==> src/rtl/wb_arbiter_pkg.sv <==
// Shared types and widths for the reorder-buffer writeback arbiter.
// wb_req_t is the per-unit result payload as seen by the execution units.
package wb_arbiter_pkg;
   localparam int unsigned DATA_WIDTH    = 32;
   localparam int unsigned ROB_DEPTH_DEF = 16;
   localparam int unsigned WB_REQ_NUM    = 4;
   localparam int unsigned EXP_CODE_W    = 4;
   localparam int unsigned ROB_W         = $clog2(ROB_DEPTH_DEF);

   typedef logic [EXP_CODE_W-1:0] exp_code_t;

   typedef struct packed {
      logic [ROB_W-1:0]      rob_id;
      logic [DATA_WIDTH-1:0] data;
      logic                  exp_;
      exp_code_t             exp_code;
      logic                  pred_miss_;
      logic                  jump_miss_;
   } wb_req_t;

   // A result that redirects the pipeline must reach the ROB ahead of plain results.
   function automatic logic is_urgent(input logic exp_n, input logic pred_miss_n,
                                      input logic jump_miss_n);
      return ~exp_n | ~pred_miss_n | ~jump_miss_n;
   endfunction
endpackage

==> src/rtl/rr_arbiter.sv <==
// Round-robin picker: first requesting index at or after rr_ptr, wrapping.
module rr_arbiter #(
   parameter  int unsigned NREQ = 4,
   localparam int unsigned IDXW = $clog2(NREQ)
) (
   input  logic [NREQ-1:0] req,
   input  logic [IDXW-1:0] rr_ptr,
   output logic [NREQ-1:0] grant_c,
   output logic [IDXW-1:0] grant_idx_c,
   output logic            any_grant_c
);
   logic [IDXW-1:0] idx;

   always_comb begin
      grant_c     = '0;
      grant_idx_c = '0;
      any_grant_c = 1'b0;
      idx         = '0;
      for (int unsigned k = 0; k < NREQ; k++) begin
         idx = IDXW'((32'(rr_ptr) + k) % NREQ);
         if (!any_grant_c && req[idx]) begin
            grant_c[idx] = 1'b1;
            grant_idx_c  = idx;
            any_grant_c  = 1'b1;
         end
      end
   end
endmodule

==> src/rtl/wb_arbiter.sv <==
// Shares the single ROB writeback port among NREQ execution units through
// one holding slot per unit and an urgency-first round-robin grant.
module wb_arbiter
   import wb_arbiter_pkg::*;
#(
   parameter  int unsigned NREQ      = WB_REQ_NUM,
   parameter  int unsigned DATA      = DATA_WIDTH,
   parameter  int unsigned ROB_DEPTH = ROB_DEPTH_DEF,
   localparam int unsigned ROB       = $clog2(ROB_DEPTH),
   localparam int unsigned EW        = $bits(exp_code_t)
) (
   input  logic             clk,
   input  logic             reset,
   input  logic             flush_,
   input  logic [NREQ-1:0]  req_e_,
   input  logic [NREQ*ROB-1:0]  req_rob_id,
   input  logic [NREQ*DATA-1:0] req_data,
   input  logic [NREQ-1:0]  req_exp_,
   input  logic [NREQ*EW-1:0]   req_exp_code,
   input  logic [NREQ-1:0]  req_pred_miss_,
   input  logic [NREQ-1:0]  req_jump_miss_,
   output logic [NREQ-1:0]  req_busy,
   output logic             wb_e_,
   output logic [ROB-1:0]   wb_rob_id,
   output logic [DATA-1:0]  wb_data,
   output logic             wb_exp_,
   output exp_code_t        wb_exp_code,
   output logic             wb_pred_miss_,
   output logic             wb_jump_miss_
);
   localparam int unsigned     IDXW     = $clog2(NREQ);
   localparam logic [IDXW-1:0] LAST_IDX = IDXW'(NREQ - 1);

   logic [NREQ-1:0] slot_valid_q, slot_valid_d;
   logic [ROB-1:0]  slot_rob_q  [NREQ];
   logic [ROB-1:0]  slot_rob_d  [NREQ];
   logic [DATA-1:0] slot_data_q [NREQ];
   logic [DATA-1:0] slot_data_d [NREQ];
   exp_code_t       slot_code_q [NREQ];
   exp_code_t       slot_code_d [NREQ];
   logic [NREQ-1:0] slot_exp_q, slot_exp_d;
   logic [NREQ-1:0] slot_pm_q, slot_pm_d;
   logic [NREQ-1:0] slot_jm_q, slot_jm_d;
   logic [IDXW-1:0] rr_ptr_q, rr_ptr_d;

   logic            wb_e_q, wb_e_d;
   logic [ROB-1:0]  wb_rob_q, wb_rob_d;
   logic [DATA-1:0] wb_data_q, wb_data_d;
   logic            wb_exp_q, wb_exp_d;
   exp_code_t       wb_code_q, wb_code_d;
   logic            wb_pm_q, wb_pm_d;
   logic            wb_jm_q, wb_jm_d;

   logic [NREQ-1:0] urgent_c, cand_c, grant_c;
   logic [IDXW-1:0] grant_idx_c;
   logic            any_grant_c;

   // Candidates come only from registered slot state, keeping req_* off the grant path.
   always_comb begin
      urgent_c = '0;
      for (int unsigned i = 0; i < NREQ; i++) begin
         urgent_c[i] = slot_valid_q[i] & is_urgent(slot_exp_q[i], slot_pm_q[i], slot_jm_q[i]);
      end
      cand_c = (|urgent_c) ? urgent_c : slot_valid_q;
   end

   rr_arbiter #(.NREQ(NREQ)) u_rr (
      .req         (cand_c),
      .rr_ptr      (rr_ptr_q),
      .grant_c     (grant_c),
      .grant_idx_c (grant_idx_c),
      .any_grant_c (any_grant_c)
   );

   always_comb begin
      slot_valid_d = slot_valid_q;
      slot_rob_d   = slot_rob_q;
      slot_data_d  = slot_data_q;
      slot_code_d  = slot_code_q;
      slot_exp_d   = slot_exp_q;
      slot_pm_d    = slot_pm_q;
      slot_jm_d    = slot_jm_q;
      rr_ptr_d     = rr_ptr_q;
      wb_e_d       = 1'b1;
      wb_rob_d     = wb_rob_q;
      wb_data_d    = wb_data_q;
      wb_exp_d     = wb_exp_q;
      wb_code_d    = wb_code_q;
      wb_pm_d      = wb_pm_q;
      wb_jm_d      = wb_jm_q;

      // A flush kills the in-flight grant and leaves the pointer untouched.
      if (any_grant_c && flush_) begin
         rr_ptr_d  = (grant_idx_c == LAST_IDX) ? '0 : grant_idx_c + IDXW'(1);
         wb_e_d    = 1'b0;
         wb_rob_d  = slot_rob_q[grant_idx_c];
         wb_data_d = slot_data_q[grant_idx_c];
         wb_exp_d  = slot_exp_q[grant_idx_c];
         wb_code_d = slot_code_q[grant_idx_c];
         wb_pm_d   = slot_pm_q[grant_idx_c];
         wb_jm_d   = slot_jm_q[grant_idx_c];
      end

      // A slot being granted may be refilled in the same cycle.
      for (int unsigned i = 0; i < NREQ; i++) begin
         if (grant_c[i]) slot_valid_d[i] = 1'b0;
         if (!req_e_[i] && (!slot_valid_q[i] || grant_c[i])) begin
            slot_valid_d[i] = 1'b1;
            slot_rob_d[i]   = req_rob_id[i*ROB +: ROB];
            slot_data_d[i]  = req_data[i*DATA +: DATA];
            slot_code_d[i]  = req_exp_code[i*EW +: EW];
            slot_exp_d[i]   = req_exp_[i];
            slot_pm_d[i]    = req_pred_miss_[i];
            slot_jm_d[i]    = req_jump_miss_[i];
         end
      end

      if (!flush_) slot_valid_d = '0;
   end

   always_ff @(posedge clk) begin
      if (reset) begin
         slot_valid_q <= '0;
         slot_rob_q   <= '{default: '0};
         slot_data_q  <= '{default: '0};
         slot_code_q  <= '{default: '0};
         slot_exp_q   <= '1;
         slot_pm_q    <= '1;
         slot_jm_q    <= '1;
         rr_ptr_q     <= '0;
         wb_e_q       <= 1'b1;
         wb_rob_q     <= '0;
         wb_data_q    <= '0;
         wb_exp_q     <= 1'b1;
         wb_code_q    <= '0;
         wb_pm_q      <= 1'b1;
         wb_jm_q      <= 1'b1;
      end else begin
         slot_valid_q <= slot_valid_d;
         slot_rob_q   <= slot_rob_d;
         slot_data_q  <= slot_data_d;
         slot_code_q  <= slot_code_d;
         slot_exp_q   <= slot_exp_d;
         slot_pm_q    <= slot_pm_d;
         slot_jm_q    <= slot_jm_d;
         rr_ptr_q     <= rr_ptr_d;
         wb_e_q       <= wb_e_d;
         wb_rob_q     <= wb_rob_d;
         wb_data_q    <= wb_data_d;
         wb_exp_q     <= wb_exp_d;
         wb_code_q    <= wb_code_d;
         wb_pm_q      <= wb_pm_d;
         wb_jm_q      <= wb_jm_d;
      end
   end

   assign req_busy      = slot_valid_q & ~grant_c;
   assign wb_e_         = wb_e_q;
   assign wb_rob_id     = wb_rob_q;
   assign wb_data       = wb_data_q;
   assign wb_exp_       = wb_exp_q;
   assign wb_exp_code   = wb_code_q;
   assign wb_pred_miss_ = wb_pm_q;
   assign wb_jump_miss_ = wb_jm_q;
endmodule

==> config.mk <==
export PLATFORM = sky130hd
export DESIGN_NAME = wb_arbiter
export DESIGN_NICKNAME = d
export VERILOG_FILES = /design/src/rtl/wb_arbiter_pkg.sv /design/src/rtl/rr_arbiter.sv /design/src/rtl/wb_arbiter.sv
export SDC_FILE = /design/constraint.sdc
export NUM_CORES = 1
export LEC_CHECK = 0
export CAP_MARGIN = 20
export CELL_PAD_IN_SITES_DETAIL_PLACEMENT = 0
export CELL_PAD_IN_SITES_GLOBAL_PLACEMENT = 1
export CORE_AREA = 2 2 162 164
export CTS_CLUSTER_DIAMETER = 120
export DETAILED_ROUTE_END_ITERATION = 12
export DIE_AREA = 0 0 164 166
export PLACE_DENSITY_LB_ADDON = 0.1
export SLEW_MARGIN = 20
export SYNTH_ARGS = -nofsm -noshare
export SYNTH_HDL_FRONTEND = slang
export SYNTH_HIERARCHICAL = 1
export SYNTH_SLANG_ARGS = --single-unit
==> constraint.sdc <==
create_clock -name clk -period 4.3 [get_ports clk]
set_input_delay 0.645 -clock clk [delete_from_list [all_inputs] [get_ports clk]]
set_output_delay 0.645 -clock clk [all_outputs]
set_load 0.01 [all_outputs]
==> results of run 1 <==
-- flip-flops by register name, indices dropped and copies added, names as in the netlist --
name and flops:
slot_code_q 16, slot_jm_q 4, wb_exp_code 4, wb_rob_id 4, slot_pm_q 4, slot_exp_q 4
wb_data 32, wb_exp_ 1, slot_data_q 128, wb_pred_miss_ 1, slot_rob_q 16, rr_ptr_q 2
slot_valid_q 4, wb_jump_miss_ 1, wb_e_ 1
-- through the flow --
step           instance area (um2)  util [%]  setup slack, ps
2_1_floorplan                 9580         -             1080
4_1_cts                      12800      49.9              132
6_report                     12800      50.0              214
3_3_place_gp                 12000      46.7              536
3_5_place_dp                 12000      46.7              477
5_1_grt                      12800      50.0             52.6
-- cell families (layout without fill, tap and decap cells) --
kind of cell    after synthesis  in the layout  synth area share (%)
compound gates              415            415                  24.6
flops                       222            222                  46.4
simple gates                202            202                  10.7
buf+inv                     122            306                  5.96
mux                          50             50                  11.6
fa+ha+maj                     6              6                 0.784
-- routing by layer --
metal | wire, um | GRT usage, % | vias up
met5 | 0 | 0 | -
met4 | 524 | 5.07 | 0
met3 | 2290 | 3.85 | 35
met2 | 16700 | 42.2 | 334
met1 | 15900 | 35.3 | 4295
li1 | - | - | 4121
-- worst reg2reg max path, stage by stage, from the launching register on --
cell and delay (ps):
dfxtp_1 360, nand3_1 120, and2_1 200, a41o_1 260, mux4_2 580, nor3_1 390
a32o_4 940, mux4_1 690, a22o_1 190
-- report_power, final --
part | leakage (nW) | total [mW] | internal [mW] | switching [mW]
clock network | 0.410 | 2.19 | 1.34 | 0.853
registers | 1.82 | 2.39 | 2.26 | 0.131
logic | 2.38 | 2.27 | 1.07 | 1.21
-- path summary, 6_finish.rpt --
kind / slack [ps] / startpoint / endpoint / cells past startpoint
max: 210 / slot_jm_q[2]$_SDFFE_PP1P_ / req_busy[0] / 11
min: 470 / slot_rob_q[2]$_SDFFE_PP0P_ / slot_rob_q[2]$_SDFFE_PP0P_ / 2
max reg2reg: 490 / slot_jm_q[2]$_SDFFE_PP1P_ / wb_data[2]$_SDFFE_PP0P_ / 8
min reg2reg: 470 / slot_rob_q[2]$_SDFFE_PP0P_ / slot_rob_q[2]$_SDFFE_PP0P_ / 2
-- final cells by class --
class | count | area [um2]
clock inverters | 7 | 113
flip-flops and latches | 222 | 4440
repair buffers | 251 | 2440
multi-input cells | 673 | 4620
inverters | 13 | 48.8
fillers | 2437 | 12800
clock buffers | 35 | 723
well taps | 335 | 419
-- timing repair --
item | in CTS | in global routing
setup buffers | 0 | 3
hold buffers | 0 | 0
setup endpoints to repair | 0 | 4
resized for setup | 0 | 2
-- placed cells by master, fill, tap and decap left out, types with 7 or more instances in the layout --
master / count
o21ai_1: 17
a22o_1: 40
clkbuf_16: 25
nand3_1: 168
dfxtp_1: 222
o21ai_0: 148
clkdlybuf4s50_1: 221
a22oi_1: 8
mux4_2: 43
nand2_1: 10
buf_4: 24
nor2_1: 7
a21oi_1: 169
inv_2: 8
a211o_1: 12
a21boi_0: 12
==> reports/metrics.yaml, run 1 <==
path_cells: "nand3_1, and2_1, o41ai_2, buf_4, mux4_2, and2b_2, a22oi_1, o21ai_0, nand2b_2, inv_2, clkdlybuf4s50_1"
grt-ovfl-total: 0
ys.flop_type: "dfxtp_1"
cpMaxStageDelayCell: "clkdlybuf4s50_1"
cts_tree: "yes"
ir_worst_vdd_mv: 0.373
drtIter0Drc: 656
wl_per_cell_um: 23.0
drive_above_1_share_pct: 10.9
area_delta_synth_final_pct: 33.8
seq_area_frac_synth_pct: 46.4
grt_max_degree: 87
worstPathMaxFanout: 7
ant_nets: 0
max_slew_margin_pct: 28.3
die_h_um: 166
skew_ps: 25.4
drc: 0
synthTopCellsByCount: "dfxtp_1, a21oi_1, nand3_1"
async_reset_ff_share_pct: 0
rows: 59
synth_top_area_share_pct: 46.4
synth_edf_count: 0
grtUsageTotal_pct: 25.5
slowest_delay_ps: 540
crit_family: "simple AND/OR/NAND/NOR gates"
ys_warn_count: 6
gp_congestion: 0.780
numCtsBuffers: 25
stdcell_count: 1536
mappedNetlistArea_um2: 9580
setup_viol: 0
worstPathRequired_ps: 3650
final-max-slew-violation-count: 0
tightest_slew_ps: 1070
clockRootBuffer: "clkbuf_16"
hpwlAfterDp_um: 20300
max_cap_violations: 0
period_share_pct: 95.0
start_kind: "flip-flop"
hold_path_class: "reg -> reg"
vias_per_cell: 5.72
core-area_um2: 25600
cp_data_arrival_time_ps: 3440
leakage_nw: 4.61
grt_pass1_wl_um: 53200
syn_avg_cell_area_um2: 9.42
synth_top_cell_by_area: "dfxtp_1"
clockBufferDepth: 3
end_kind: "primary output"
grt_pass1_vias: 8923
critPathKind: "reg -> out"
grt_antenna_before_repair: 0
synth-seq-cells: 222
diodes: 0
io_buffers: 226
io_pins: 227
critical_path_buf_inv_count: 3
synth_area_leaders: "dfxtp_1, mux4_2, a21oi_1"
h-tree-depth: 1
final.setup.tns_ps: 0
fmax_ghz: 0.245
initial_utilization_pct: 37.4
drt_wl_total_um: 35400
hold_viol_final: 0
hold_ws_ps: 473
rsz0062_at_grt: "false"
cts.sinks: 222
post-place-cells: 1491
nNetsFinal: 1371
status: "complete, no violations"
powerDensity_nw_per_um2: 535
fin_crit_ps: 4090
syn_inst: 1017
fin_total_pwr_mw: 6.86
clkTransAtPathRegs_ps: 60
clk_latency_ps: 530
first_pass_iters: 5
ys_types: 39
mappedNetlistNets: 1202
vias: 8785
fp.dieW_um: 164
yosysMostFrequentCell: "dfxtp_1"
dieArea_um2: 27200
(Power assumes the default switching activity.)
==> run 2: changes to the inputs <==
- clock period: 4.3 -> 4.5 ns (I/O delays scaled with it)
==> reports/metrics.yaml, run 2 (synthesis results as in run 1) <==
powerDensity_nw_per_um2: 532  # -0.57%
io_buffers: 226  # unchanged
final-max-slew-violation-count: 0  # unchanged
clockRootBuffer: "clkbuf_16"
post-cts-setup-buffers: 0  # unchanged
ant_nets: 0  # unchanged
setup_ws_ps: 330  # +116 ps
numCtsBuffers: 26  # +4.0%
nNetsFinal: 1366  # -0.36%
max_cap_violations: 0  # unchanged
end_kind: "primary output"
ir_worst_vdd_mv: 0.365  # -2.0%
tightest_slew_ps: 1070  # -2.68 ps
fmax_ghz: 0.240
hold_viol_final: 0  # unchanged
leakage_nw: 4.68  # +1.4%
drtIter0Drc: 639  # -2.6%
hpwlAfterDp_um: 20100  # -1.4%
h-tree-depth: 1  # unchanged
clk_latency_ps: 530  # about the same
start_kind: "flip-flop"
critPathKind: "reg -> out"
rows: 59  # unchanged
holdBufCountCts: 0  # unchanged
final.setup.tns_ps: 0  # unchanged
drt_wl_total_um: 35500  # +0.29%
max_slew_margin_pct: 28.5  # +0.18 points
die_h_um: 166  # unchanged
vias: 8893  # +1.2%
io_pins: 227  # unchanged
cts_tree: "yes"
dieArea_um2: 27200  # unchanged
grt_max_degree: 108  # +24%
grtUsageTotal_pct: 25.5  # about the same
cp_data_arrival_time_ps: 3500  # +60 ps
grt_pass1_vias: 8843  # -0.90%
grt_pass1_wl_um: 53100  # -0.18%
initial_utilization_pct: 37.4  # unchanged
core-area_um2: 25600  # unchanged
wl_per_cell_um: 23.1  # +0.22%
setup_viol: 0  # unchanged
largest_reg_flops: 128  # unchanged
dp_slack_ps: 468  # -8.51 ps
drive_above_1_share_pct: 11.1  # +0.17 points
area_delta_synth_final_pct: 35.5
drc: 0  # unchanged
grt_antenna_before_repair: 1  # +1
cts.sinks: 222  # unchanged
clkTransAtPathRegs_ps: 60  # about the same
worstPathRequired_ps: 3830  # +180 ps
first_pass_iters: 5  # unchanged
hold_path_class: "reg -> reg"
status: "complete, no violations"
grt-ovfl-total: 0  # unchanged
gp_congestion: 0.783  # +0.49%
skew_ps: 7.23  # -18.2 ps
fillers: 2390  # -1.9%
fin_crit_ps: 4170
clockBufferDepth: 3  # unchanged
worstPathMaxFanout: 5  # -2
rsz0062_at_grt: "false"
vias_per_cell: 5.79  # +1.2%
period_share_pct: 92.7
fp.dieW_um: 164  # unchanged
final_cell_mix: "clkdlybuf4s50_1, dfxtp_1, a21oi_1"
regMostFlops: "slot_data_q"
-- run 2: cell count changes in the layout (fill, tap and decap cells not counted), moves of 2 or more --
cell,change
buf_4,-7
bufinv_16,+4
clkbuf_1,-2
clkbuf_16,+2
-- run 2: area by class of cell --
type	instances	area, um2	area share (%)
diodes	1	2.50	0.0193
clock buffers	35	766	5.90
clock inverters	13	246	1.90
inverters	13	48.8	0.376
multi-input cells	673	4640	35.7
flip-flops and latches	222	4450	34.3
well taps	335	419	3.23
repair buffers	245	2410	18.6
-- run 2: per-layer routing --
metal / part of all wire (%) / vias up / global-route usage (%)
met3: 7.0 / 35 / 3.90
met5: 0 / - / 0
met2: 47 / 336 / 41.3
li1: - / 4118 / -
met4: 1.4 / 0 / 5.53
met1: 44 / 4404 / 35.9
-- run 2: path summary, 6_finish.rpt --
check                                      end  cells past startpoint                         start  slack [ps]
setup / recovery                   req_busy[3]                     10     slot_pm_q[0]$_SDFFE_PP1P_         330
hold reg to reg   slot_data_q[21]$_SDFFE_PP0P_                      2  slot_data_q[21]$_SDFFE_PP0P_         470
setup reg to reg       wb_data[1]$_SDFFE_PP0P_                      8     slot_pm_q[0]$_SDFFE_PP1P_         640
hold / removal    slot_data_q[21]$_SDFFE_PP0P_                      2  slot_data_q[21]$_SDFFE_PP0P_         470
-- run 2: stage by stage --
step           util, %  power [mW]  std cells  hold WS, ps  instance area, um2
6_report          50.7        6.91       1537          471               13000
4_1_cts           50.6        6.95       1536          472               13000
3_5_place_dp      46.6        4.48       1488          464               11900
2_1_floorplan        -        3.82       1017          449                9580
5_1_grt           50.7        7.22       1537          491               13000
3_3_place_gp      46.6        4.47       1488          458               11900
-- run 2: report_power, final --
group / total (mW) / switching (mW) / internal (mW)
Clock: 2.47 / 0.877 / 1.59
Combinational: 2.14 / 1.14 / 1.00
Sequential: 2.30 / 0.137 / 2.16
Total: 6.91 / 2.15 / 4.76
-- run 2: repair_timing --
action	CTS	global route
pin swaps	0	0
endpoints found under the setup margin	4	2
gates resized for setup	1	2
-- run 2: worst max-delay path, stage by stage, from the launching register on --
cell             delay (ps)
dfxtp_1                 350
nand3_1                 100
and2_1                  210
a41o_1                  270
mux4_1                  650
and2b_2                 290
a22oi_1                 140
o21ai_0                 110
nand2b_2                210
inv_2                    80
clkdlybuf4s50_1         550
==> RTL edit: new RTL, flow settings as in run 1 <==
Take the reset off `wb_data_q` and load it in a clocked block of its own.
--- a/src/rtl/wb_arbiter.sv
+++ b/src/rtl/wb_arbiter.sv
@@ -130,7 +130,6 @@
          rr_ptr_q     <= '0;
          wb_e_q       <= 1'b1;
          wb_rob_q     <= '0;
-         wb_data_q    <= '0;
          wb_exp_q     <= 1'b1;
          wb_code_q    <= '0;
          wb_pm_q      <= 1'b1;
@@ -146,12 +145,15 @@
          rr_ptr_q     <= rr_ptr_d;
          wb_e_q       <= wb_e_d;
          wb_rob_q     <= wb_rob_d;
-         wb_data_q    <= wb_data_d;
          wb_exp_q     <= wb_exp_d;
          wb_code_q    <= wb_code_d;
          wb_pm_q      <= wb_pm_d;
          wb_jm_q      <= wb_jm_d;
       end
+   end
+
+   always_ff @(posedge clk) begin
+      wb_data_q <= wb_data_d;
    end
 
    assign req_busy      = slot_valid_q & ~grant_c;
Function: differs if reset is asserted again (counterexample within 4 cycles, from zero or initial values and one cycle with reset high); with reset held inactive, the same outputs for 4 cycles.
==> RTL edit against run 1 <==
Power up 6.4%. Maximum frequency down 0.75%. Worst setup slack worse by 0.031 ns. Cell count down 0.72%. Clock power up 4%. Critical path depth unchanged. Synthesized cell count down 2.2%. Die area unchanged. Synthesized area up 0.12%. Cell area up 0.93%. Count of clock-buffer cells in the layout down 2. Sequential cell count unchanged. Routed wire length down 3.1%. Critical path type unchanged. Largest power group unchanged.
==> RTL edit: results <==
group,metric,value,unit
run_status,status,"finished clean",
synth,ys_top_cells_by_count,"dfxtp_1 (190), a21oi_1 (177), nand3_1 (164), o21ai_0 (148), clkbuf_1 (76)",
setup_path,crit_end,"req_busy[1]",
drt,wl_met2,16.4,mm
drt,first_pass_iters,6,
global_route,grt_pass1_vias,8822,
final_layout,nFillCells,2433,
timing,final.setup.worst_slack,0.183,ns
setup_path,cp_top_family,"buffers and inverters",
drt,wl_met1,15.3,mm
drt,vias_per_cell,5.66,
timing,holdWs,0.452,ns
synth,synth_cell_types,40,
drt,drt_iter0_markers,512,
drt,wl_met3,1.98,mm
global_route,antenna_found_initial,1,
global_route,track_usage,24.7,%
final_layout,nets,1355,
global_route,use_met2,41.0,%
final_layout,multi_input_cells,656,
timing,slew_headroom,28.8,%
synth,muxShareOfSynthArea,11.7,%
synth,syn_area_per_cell,9.64,um^2
drt,wire_per_inst,22.5,um
synth,syn_nets,1180,
setup_path,cp_max_fo,6,
placement,post-place-ws,0.456,ns
final_layout,syn2layout_area_growth,34.8,%
placement,hpwlAfterDp,20.2,mm
setup_path,crit_arrival,3.47,ns
-- RTL edit: cell types whose count changed after synthesis, moves of 4 or more --
cell and delta:
a21oi_1 +7, a22o_1 -40, dfxtp_1 -32, edfxtp_1 +32, nand2_1 +20, nand3_1 -4
-- RTL edit: power groups by stage --
| stage | sequential, mW | clock [mW] | combinational [mW] |
|---|---|---|---|
| floorplan | 2.66 | 0 | 1.44 |
| global route | 2.64 | 2.39 | 2.57 |
| CTS | 2.61 | 2.31 | 2.42 |
| global placement | 2.65 | 0 | 2.39 |
| detailed placement | 2.65 | 0 | 2.40 |
| finish | 2.61 | 2.28 | 2.41 |
-- RTL edit: metrics by stage --
stage,total power [mW],utilization (%)
after CTS,7.34,50.4
after global placement,5.04,46.9
after floorplan,4.11,-
after global routing,7.61,50.5
final,7.30,50.5
after detailed placement,5.06,46.9
-- RTL edit: tightest hold or removal path: stages, from the launching register on --
cell and delay, ns:
dfxtp_1 0.31, nand2_1 0.05, a21oi_1 0.05
